File: src/rtl/dcounter_sync.sv
// Up/down counter fed by raw active-low push-buttons. Each button is synchronised,
// debounced and edge-detected, so one physical press gives exactly one count step.
module dcounter_sync #(
    parameter int             N               = 6,
    parameter int             DEBOUNCE_CYCLES = 4,
    parameter bit             WRAP            = 1'b0,
    parameter logic [N-1:0]   RESET_VAL       = {N{1'b1}}
) (
    input  logic         clk,
    input  logic         btn_reset,
    input  logic         btn_increment,
    input  logic         btn_decrement,
    input  logic         load,
    input  logic [N-1:0] load_value,
    output logic [N-1:0] count,
    output logic         at_max,
    output logic         at_min,
    output logic         overflow,
    output logic         underflow
);

    localparam int              CW          = $clog2(DEBOUNCE_CYCLES + 1);
    localparam logic [CW-1:0]   STABLE_LAST = CW'(DEBOUNCE_CYCLES - 1);
    localparam logic [N-1:0]    MAX_VAL     = {N{1'b1}};

    logic [1:0] btn_raw;
    logic [1:0] press_ev;
    logic       inc_ev;
    logic       dec_ev;

    assign btn_raw = {btn_decrement, btn_increment};

    // Bit 0 is the increment button, bit 1 the decrement button; both paths are identical.
    for (genvar i = 0; i < 2; i++) begin : g_btn
        logic          meta;
        logic          sync;
        logic          db;
        logic          db_q;
        logic [CW-1:0] stable_cnt;

        // NOTE: sequential state uses non-blocking assignments so every flop samples
        // the pre-edge value of its neighbours, which is what makes the 2-flop chain a chain.
        always_ff @(posedge clk or negedge btn_reset) begin
            if (!btn_reset) begin
                meta       <= 1'b1;
                sync       <= 1'b1;
                db         <= 1'b1;
                db_q       <= 1'b1;
                stable_cnt <= '0;
            end else begin
                meta <= btn_raw[i];
                sync <= meta;
                db_q <= db;
                if (sync == db) begin
                    stable_cnt <= '0;
                end else if (stable_cnt == STABLE_LAST) begin
                    db         <= sync;
                    stable_cnt <= '0;
                end else begin
                    stable_cnt <= stable_cnt + 1'b1;
                end
            end
        end

        // Only the falling edge of the debounced level is a press; releases are ignored.
        assign press_ev[i] = db_q & ~db;
    end

    assign inc_ev = press_ev[0];
    assign dec_ev = press_ev[1];

    logic [N-1:0] count_nxt;
    logic         overflow_nxt;
    logic         underflow_nxt;

    // NOTE: every output of this block gets a default first, so no path leaves a latch.
    always_comb begin
        count_nxt     = count;
        overflow_nxt  = 1'b0;
        underflow_nxt = 1'b0;
        if (load) begin
            count_nxt = load_value;
        end else if (inc_ev && !dec_ev) begin
            if (count == MAX_VAL) begin
                overflow_nxt = 1'b1;
                if (WRAP) count_nxt = '0;
            end else begin
                count_nxt = count + 1'b1;
            end
        end else if (dec_ev && !inc_ev) begin
            if (count == '0) begin
                underflow_nxt = 1'b1;
                if (WRAP) count_nxt = MAX_VAL;
            end else begin
                count_nxt = count - 1'b1;
            end
        end
    end

    always_ff @(posedge clk or negedge btn_reset) begin
        if (!btn_reset) begin
            count     <= RESET_VAL;
            overflow  <= 1'b0;
            underflow <= 1'b0;
        end else begin
            count     <= count_nxt;
            overflow  <= overflow_nxt;
            underflow <= underflow_nxt;
        end
    end

    assign at_max = (count == MAX_VAL);
    assign at_min = (count == '0);

endmodule

File: config.mk
export PLATFORM = sky130hd
export DESIGN_NAME = dcounter_sync
export DESIGN_NICKNAME = d
export VERILOG_FILES = /design/src/rtl/dcounter_sync.sv
export SDC_FILE = /design/constraint.sdc
export NUM_CORES = 1
export LEC_CHECK = 0
export BUFFER_PORTS_ARGS = -buffer_cell sky130_fd_sc_hd__buf_2
export CAP_MARGIN = 15
export CORE_MARGIN = 5
export CORE_UTILIZATION = 57
export CTS_CLUSTER_DIAMETER = 80
export DETAILED_ROUTE_END_ITERATION = 8
export PLACE_DENSITY = 0.82
export REMOVE_ABC_BUFFERS = 1
export SLEW_MARGIN = 25
export SYNTH_ARGS = -nofsm -noshare
export SYNTH_HDL_FRONTEND = slang
export SYNTH_SLANG_ARGS = --single-unit
File: constraint.sdc
create_clock -name clk -period 4.1 [get_ports clk]
set_input_delay 0.82 -clock clk [delete_from_list [all_inputs] [get_ports clk]]
set_output_delay 0.82 -clock clk [all_outputs]
set_load 0.01 [all_outputs]
; Yosys cells after proc, flatten, opt, wreduce, memory -nomap -nowiden
; Cells that the tools add are included.
; W data, S select, Z words.
[totals]
register_bits = 22
elab_cells = 55
[op_classes]
addsub = 4
n_eq_ne = 7
mux = 16
n_bitwise = 6
reduce_logical = 9
[op_table]
columns = op, count
row1 = $mux W6, 5
row2 = $mux W3, 4
row3 = $mux W1, 7
row4 = $add A3 B1 Y3 const B, 2
row5 = $add A6 B1 Y6 const B, 1
row6 = $eq A3 B2 Y1 const B, 2
row7 = $eq A6 B6 Y1 const B, 1
row8 = $logic_not A6 Y1, 1
row9 = $sub A6 B1 Y6 const B, 1
row10 = $not A1 Y1, 4
row11 = $reduce_and A2 Y1, 2
row12 = $ne A3 B2 Y1 const B, 1
row13 = $ne A3 B3 Y1 const B, 1
row14 = $reduce_and A3 Y1, 1
row15 = $reduce_bool A3 Y1, 1
row16 = $and A1 B1 Y1, 2
row17 = $eq A1 B1 Y1, 2
row18 = $logic_and A1 B1 Y1, 2
row19 = $logic_not A1 Y1, 2

; Depth between registers and ports, before layout
; Gate-level depths: netlist of the first run.
[logic_depth]
depth_word = 7
depth_mapped = 9
mapped_depth_nobuf = 8

; Worst setup path after synthesis of the first run
; Ideal clock, no wire load.
[synth_timing]
kind = register to register
from = reg g_btn[1].db
to = reg count[4]
t_arrival_ns = 2.270
path_slack_ns = 1.747
path_stages_with_launch = 10
path_buffers = 1
cell_sequence = dfstp_2 > nor2b_1 > or2_1 > buf_4 > fa_1 > a21o_1 > a21oi_1 > xnor2_1 > mux2_1 > mux2_2
[synth_between]
elab_chain_len = 6
word_cells_on_any_way = 11
[synth_lines]
columns = element, line
row1 = from (decl), 37  ; logic db;
row2 = from (signal assigned), 57  ; db <= sync;
row3 = $not A1 Y1 *, 66  ; assign press_ev[i] = db_q & ~db;
row4 = $and A1 B1 Y1 *, 66
row5 = $logic_not A1 Y1, 83  ; end else if (inc_ev && !dec_ev) begin
row6 = $logic_and A1 B1 Y1, 83
row7 = $ne A3 B2 Y1 (no source line) (tied with other cells), --
row8 = $reduce_and A3 Y1 (no source line) or $mux W6 (tied branches), --
row9 = to (signal assigned), 106  ; count <= count_nxt;
row10 = to (decl), 15  ; output logic [N-1:0] count,
; Every way passes the cells marked *; elsewhere a longest branch is shown, timed or not.
; A chain may end at the register's enable or synchronous reset.

; Worst setup path in the final report of the first run
; Ends and elaborated chain as after synthesis.

==> results of run 1 <==
-- how the worst min path moves through the flow --
stage,endpoint,depth (start not counted)
floorplan,g_btn[0].sync,0
global placement,g_btn[0].sync,0
detailed placement,g_btn[1].sync,0
CTS,g_btn[1].sync,0
global route,g_btn[0].sync,0
finish,g_btn[1].sync,0
-- Yosys cell counts --
cell type   n  area, um2
dfstp_2    14        368
dfrtp_1     8        200
nand2_1     7       26.3
ha_1        6       75.1
nor3b_1     5       37.5
xnor2_1     5       43.8
mux2_2      4       45.0
nand4_1     3       18.8
nor2b_1     3       18.8
nor3_1      3       15.0
o21ai_1     3       15.0
a21o_1      2       15.0
a21oi_1     2       10.0
mux2_1      2       22.5
mux2i_1     2       20.0
nand2b_1    2       12.5
nor2_1      2       7.51
o21ai_0     2       10.0
a211o_1     1       8.76
a211oi_1    1       7.51
buf_4       1       7.51
clkbuf_1    1       3.75
fa_1        1       20.0
nand3_1     1       5.00
nand4b_1    1       8.76
nor2_4      1       11.3
nor3_4      1       16.3
nor4_1      1       6.26
o2111a_1    1       11.3
o22ai_4     1       20.0
or2_1       1       6.26
or2_2       1       6.26
or4_4       1       11.3
xor2_1      1       8.76
-- power breakdown --
part | switching, uW | total [uW] | internal (uW)
combinational | 267 | 529 | 262
sequential | 79.4 | 405 | 325
clock | 68.1 | 167 | 98.8
total | 414 | 1100 | 687
-- state kept, by name, indices dropped and copies added, names as in the netlist --
| register | cells |
|---|---|
| count | 6 |
| g_btn.db | 2 |
| g_btn.db_q | 2 |
| g_btn.meta | 2 |
| g_btn.stable_cnt | 6 |
| g_btn.sync | 2 |
| overflow | 1 |
| underflow | 1 |
-- final cells by class --
class	count	area [um2]	share of cell area
Clock buffer	3	22.5	0.0174
Clock inverter	1	30.0	0.0232
Multi-Input combinational cell	67	541	0.417
Sequential cell	22	568	0.439
Tap cell	27	33.8	0.0261
Timing Repair Buffer	20	100	0.0773
-- layer usage --
layer,global-route usage,vias up
met1,0.206,362
met2,0.213,23
met5,0,-
met3,0.0300,4
met4,0.0622,0
li1,-,375
-- cell families after synthesis --
group	after synthesis
simple gates	33
flops	22
compound gates	13
mux	8
fa+ha+maj	7
xor+xnor	6
buf+inv	2
-- through the flow --
| stage | cell area (um2) | setup slack (ns) |
|---|---|---|
| after floorplan | 1110 | 1.72 |
| after global placement | 1240 | 1.66 |
| after detailed placement | 1240 | 1.60 |
| after CTS | 1290 | 1.59 |
| after global routing | 1290 | 1.43 |
| final | 1290 | 1.61 |
==> out/metrics.csv, run 1 <==
metric;value;unit
peak supply drop;0.525;mV
worst reg2reg setup slack;1.61;ns
Routed met1 length;882;um
adder-cell area share of the yosys netlist;0.0849;
post-synthesis simple-gate area fraction;0.185;
Area growth syn-to-layout;15.6;%
sequential element share of the synthesized area;0.507;
# placed instances;136;
WL/cell;13.5;um
crit path max fanout;11;
Crit path depth;8;
Top Family by Delay on Critical Path;flip-flops;
initial core utilization;0.583;
nets;132;
CP required;4.36;ns
clock tree sinks;22;
vias per cell;5.46;
R2R Path Start;g_btn[1].db;
WL final;1.89;mm
DP HPWL;1.41;mm
clock root cell;clkbuf_4;
Resize count post-CTS;0;
met2 WL;864;um
R2R depth;8;
Max Fclk;0.401;GHz
first-pass GRT wire length;3.08;mm
vias in the first global route;686;
worst hold slack;0.365;ns
gr usage total;0.145;
Die Height;54.3;um
Syn Std Cell Area;0.00112;mm2
synth warn;0;
crit share post-route;0.608;
cts bufs inserted;3;
Die X;54.3;um
# rows;16;
cells along the critical path;nor2b_1, or2_1, fa_1, a21o_1, a21oi_1, xnor2_1, mux2_1, mux2_2;
final setup fails;0;
io pins;21;
gpl congestion;0.763;
DRC errors left;0;
Final Non-Filler Cells;140;
RSZ-0062 raised after global routing;no;
Post-CTS Hold Buffers;0;
H-tree Lvls;1;
min-delay src;g_btn[1].meta;
Mean Syn Cell Area;12.3;um2
Synth Area in Compound Gates;0.0872;
core box area;0.00192;mm2
Synth Instances;91;
Met3 Routed Length;118;um
Filler Cell Count;159;
Final Skew;0.00611;ns
startpoint class of the critical path;flip-flop;
clock-pin slew on the worst setup and hold paths;0.13;ns
initial antenna violation count;0;
pwr dens;850;mW/mm2
Hold Violations, Final;0;
commonest non-fill, non-tap cell in the layout;buf_2;
CP endpoint;count[4];
crit path launch;g_btn[1].db;
CTS Buffer Depth;2;
slew margin rel.;0.692;
largest family of logic cells by synthesized area;simple AND/OR/NAND/NOR gates;
crit end category;flip-flop;
Post-CTS Setup Inserts;0;
status;complete, no violations;
Initial DRC Count;11;
top sig layer;met4;
FF+latch count, synth;22;
Worst path max stage delay;0.58;ns
Leakage;0.000561;uW
antenna viol nets, final;0;
commonest cells after routing, fill and taps aside;20 x buf_2, 14 x dfstp_2, 8 x dfrtp_1;
Final min period;2.49;ns
mux contribution to synthesized area;0.0782;
DIE AREA;0.00295;mm2
number of port buffers;20;
Max Slew Vio Count;0;
arrival time worst endpoint;2.75;ns
layout cells sized above 1;0.416;
CTS tree;yes;
worst min path class;reg -> reg;
Netlist cell types;34;
slowest CP cell;dfstp_2;
Setup TNS;0;ns
Final Core Density;0.674;
vias post-DR;764;
Synth Area in XOR/XNOR;0.0469;
CP Buf/Inv Count;0;
largest net degree at the start of global routing;23;
reg2reg end;count[4];
Pwr Total;1100;uW
Worst-Margin Slew;0.462;ns
diode count;0;
Congestion Overflow GR;0;
Crit Path Category;reg -> reg;
max_cap viols;0;
Clock Latency Late Sink;0.31;ns
total iterations of the first detailed-routing run;4;
No activity file was read; power rests on OpenSTA's default activity.
==> run 2, diff against run 1 <==
- ABC_AREA: default -> 1
- CORE_UTILIZATION: 57 -> 49
- PLACE_DENSITY: 0.82 -> 0.74
- clock period: 4.1 -> 2.12 ns (I/O delays scaled with it)
==> out/metrics.csv, run 2 <==
metric;value;unit;change
status;complete, no violations;;unchanged
register area;568;um2;unchanged
count leader, synth;nand2_1;;was dfstp_2
WL final;2.26;mm;was 1.89 mm
Syn Std Cell Area;0.00119;mm2;was 0.00112 mm2
cts bufs inserted;3;;unchanged
vias post-DR;977;;was 764
synth warn;0;;unchanged
DP HPWL;1.76;mm;was 1.41 mm
first-pass GRT wire length;3.91;mm;was 3.08 mm
number of port buffers;20;;unchanged
Netlist cell types;25;;was 34
Area growth syn-to-layout;15.4;%;was 15.6%
ys async rst share;1.00;;unchanged
commonest cells after routing, fill and taps aside;49 x nand2_1, 20 x buf_2, 14 x dfstp_2;;was 20 x buf_2, 14 x dfstp_2, 8 x dfrtp_1
Finished Cell Area;0.00137;mm2;was 0.00129 mm2
combinational fraction of design power;0.493;;was 0.481
Post-CTS Setup Inserts;0;;unchanged
antenna viol nets, final;0;;unchanged
CTS tree;yes;;unchanged
largest net degree at the start of global routing;23;;unchanged
Clock Latency Late Sink;0.32;ns;was 0.31 ns
clock-pin slew on the worst setup and hold paths;0.13;ns;about the same
Synth top cells by count;49 x nand2_1, 14 x dfstp_2, 11 x nand3_1;;was 14 x dfstp_2, 8 x dfrtp_1, 7 x nand2_1
# rows;17;;was 16
core box area;0.00225;mm2;was 0.00192 mm2
Max Slew Vio Count;0;;unchanged
CP required;2.39;ns;was 4.36 ns
io pins;21;;unchanged
final setup fails;0;;unchanged
DIE AREA;0.00351;mm2;was 0.00295 mm2
multi-input logic area;568;um2;was 541 um2
Yosys top cell area share;0.309;;was 0.328
switching part of the total power;0.430;;was 0.376
vias per cell;5.20;;was 5.46
gpl congestion;0.807;;was 0.763
Routed met1 length;1.02;mm;was 882 um
Initial DRC Count;33;;was 11
CTS Buffer Depth;2;;unchanged
Post-CTS Hold Buffers;0;;unchanged
crit share post-route;0.877;;was 0.608
max_cap viols;0;;unchanged
Max Fclk;0.538;GHz;was 0.401 GHz
Filler Cell Count;201;;was 159
ranking of synthesized cells by area;dfstp_2 31%, dfrtp_1 17%, nand2_1 15%;;was dfstp_2 33%, dfrtp_1 18%, ha_1 6.7%
clock root cell;clkbuf_4;;unchanged
layout cells sized above 1;0.313;;was 0.416
placed cell areas;0.00132;mm2;was 0.00124 mm2
crit end category;flip-flop;;unchanged
Top Registers;count: 6 flops, g_btn.stable_cnt: 6 flops;;unchanged
commonest non-fill, non-tap cell in the layout;nand2_1;;was buf_2
WL/cell;12.0;um;was 13.5 um
Die X;59.3;um;was 54.3 um
worst min path class;in -> async;;was reg -> reg
met2 WL;1.06;mm;was 864 um
Place WS;0.289;ns;was 1.60 ns
nets;179;;was 132
Final min period;1.86;ns;was 2.49 ns
Congestion Overflow GR;0;;unchanged
Most used DFF post-synth;dfstp_2;;unchanged
Crit Path Category;reg -> reg;;unchanged
H-tree Lvls;1;;unchanged
peak supply drop;0.933;mV;was 0.525 mV
Synth Instances;137;;was 91
startpoint class of the critical path;flip-flop;;unchanged
Met3 Routed Length;134;um;was 118 um
RSZ-0062 raised after global routing;no;;unchanged
Post-synth EDFFs;0;;unchanged
DRC errors left;0;;unchanged
Final Skew;0.00435;ns;was 0.00611 ns
gr usage total;0.148;;was 0.145
crit path max fanout;8;;was 11
total iterations of the first detailed-routing run;4;;unchanged
Worst-Margin Slew;0.473;ns;was 0.462 ns
Setup TNS;0;ns;unchanged
cell taking the most area after synthesis;dfstp_2;;unchanged
pwr dens;1610;mW/mm2;was 850 mW/mm2
Final Core Density;0.608;;was 0.674
diode count;0;;unchanged
arrival time worst endpoint;2.13;ns;was 2.75 ns
clock network fraction of total power;0.148;;was 0.152
Mean Syn Cell Area;8.68;um2;was 12.3 um2
Leakage;0.000711;uW;was 0.000561 uW
slew margin rel.;0.685;;was 0.692
FF+latch count, synth;22;;unchanged
Switch Pwr;948;uW;was 414 uW
clock tree sinks;22;;unchanged
top sig layer;met4;;unchanged
vias in the first global route;912;;was 686
sequential element share of the synthesized area;0.478;;was 0.507
Pint;1260;uW;was 687 uW
Setup WS post-layout;0.261;ns;was 1.61 ns
Die Height;59.3;um;was 54.3 um
initial antenna violation count;0;;unchanged
initial core utilization;0.527;;was 0.583
Hold Violations, Final;0;;unchanged
Resize count post-CTS;0;;unchanged
register share of total power;0.359;;was 0.368
## run 2: stage by stage
stage               power [uW]  std cells  hold WS, ns
floorplan                 1600        136        0.128
global placement          1840        184        0.347
detailed placement        1880        184        0.347
CTS                       2220        188       0.0421
global route              2420        188       0.0680
finish                    2200        188       0.0397
## run 2: critical path, stage by stage, from the launching register on
cell and delay (ns):
dfstp_2 0.54, inv_1 0.05, nor2_4 0.16, nand2_4 0.12, ha_1 0.40, nand2_1 0.12, nand3_1 0.12, nand2_1 0.06
nand3_1 0.08, nand3_1 0.06, nand2_1 0.06, nand2_1 0.04
## run 2: kinds of logic after synthesis
kind of cell,share of synthesized area
and+or+nand+nor,0.341
AOI/OAI and AO/OA,0.0253
DFF,0.478
buffers and inverters,0.0442
muxes,0.00947
adders and majority gates,0.0800
xor gates and xnor gates,0.0221
## run 2: final timing paths
check / end / depth (start not counted) / start / slack, ns
worst max-delay path: count[5] / 11 / g_btn[0].db_q / 0.26
worst min-delay path: g_btn[0].stable_cnt[0] / 1 / btn_reset / 0.04
worst max register to register: count[5] / 11 / g_btn[0].db_q / 0.26
worst min register to register: g_btn[0].sync / 0 / g_btn[0].meta / 0.37
max in group asynchronous: g_btn[1].db_q / 1 / btn_reset / 1.73
min in group clk: g_btn[0].meta / 1 / btn_increment / 0.19
## run 2: layer usage
layer,vias to the layer above,GRT usage
li1,488,-
met3,5,0.0196
met5,-,0
met2,32,0.237
met1,452,0.191
met4,0,0.0841
## run 2: power groups by stage
stage,registers (uW),logic [uW],clock network [uW]
floorplan,788,815,0
global placement,791,1050,0
detailed placement,801,1080,0
CTS,794,1090,336
global route,820,1240,353
finish,791,1090,327
## run 2: area by class of cell
cell class,instances,share of cell area
clock buffers,3,0.0164
clock inverters,1,0.0219
inverters,12,0.0347
multi-input cells,102,0.414
flip-flops and latches,22,0.414
well taps,28,0.0255
repair buffers,20,0.0730
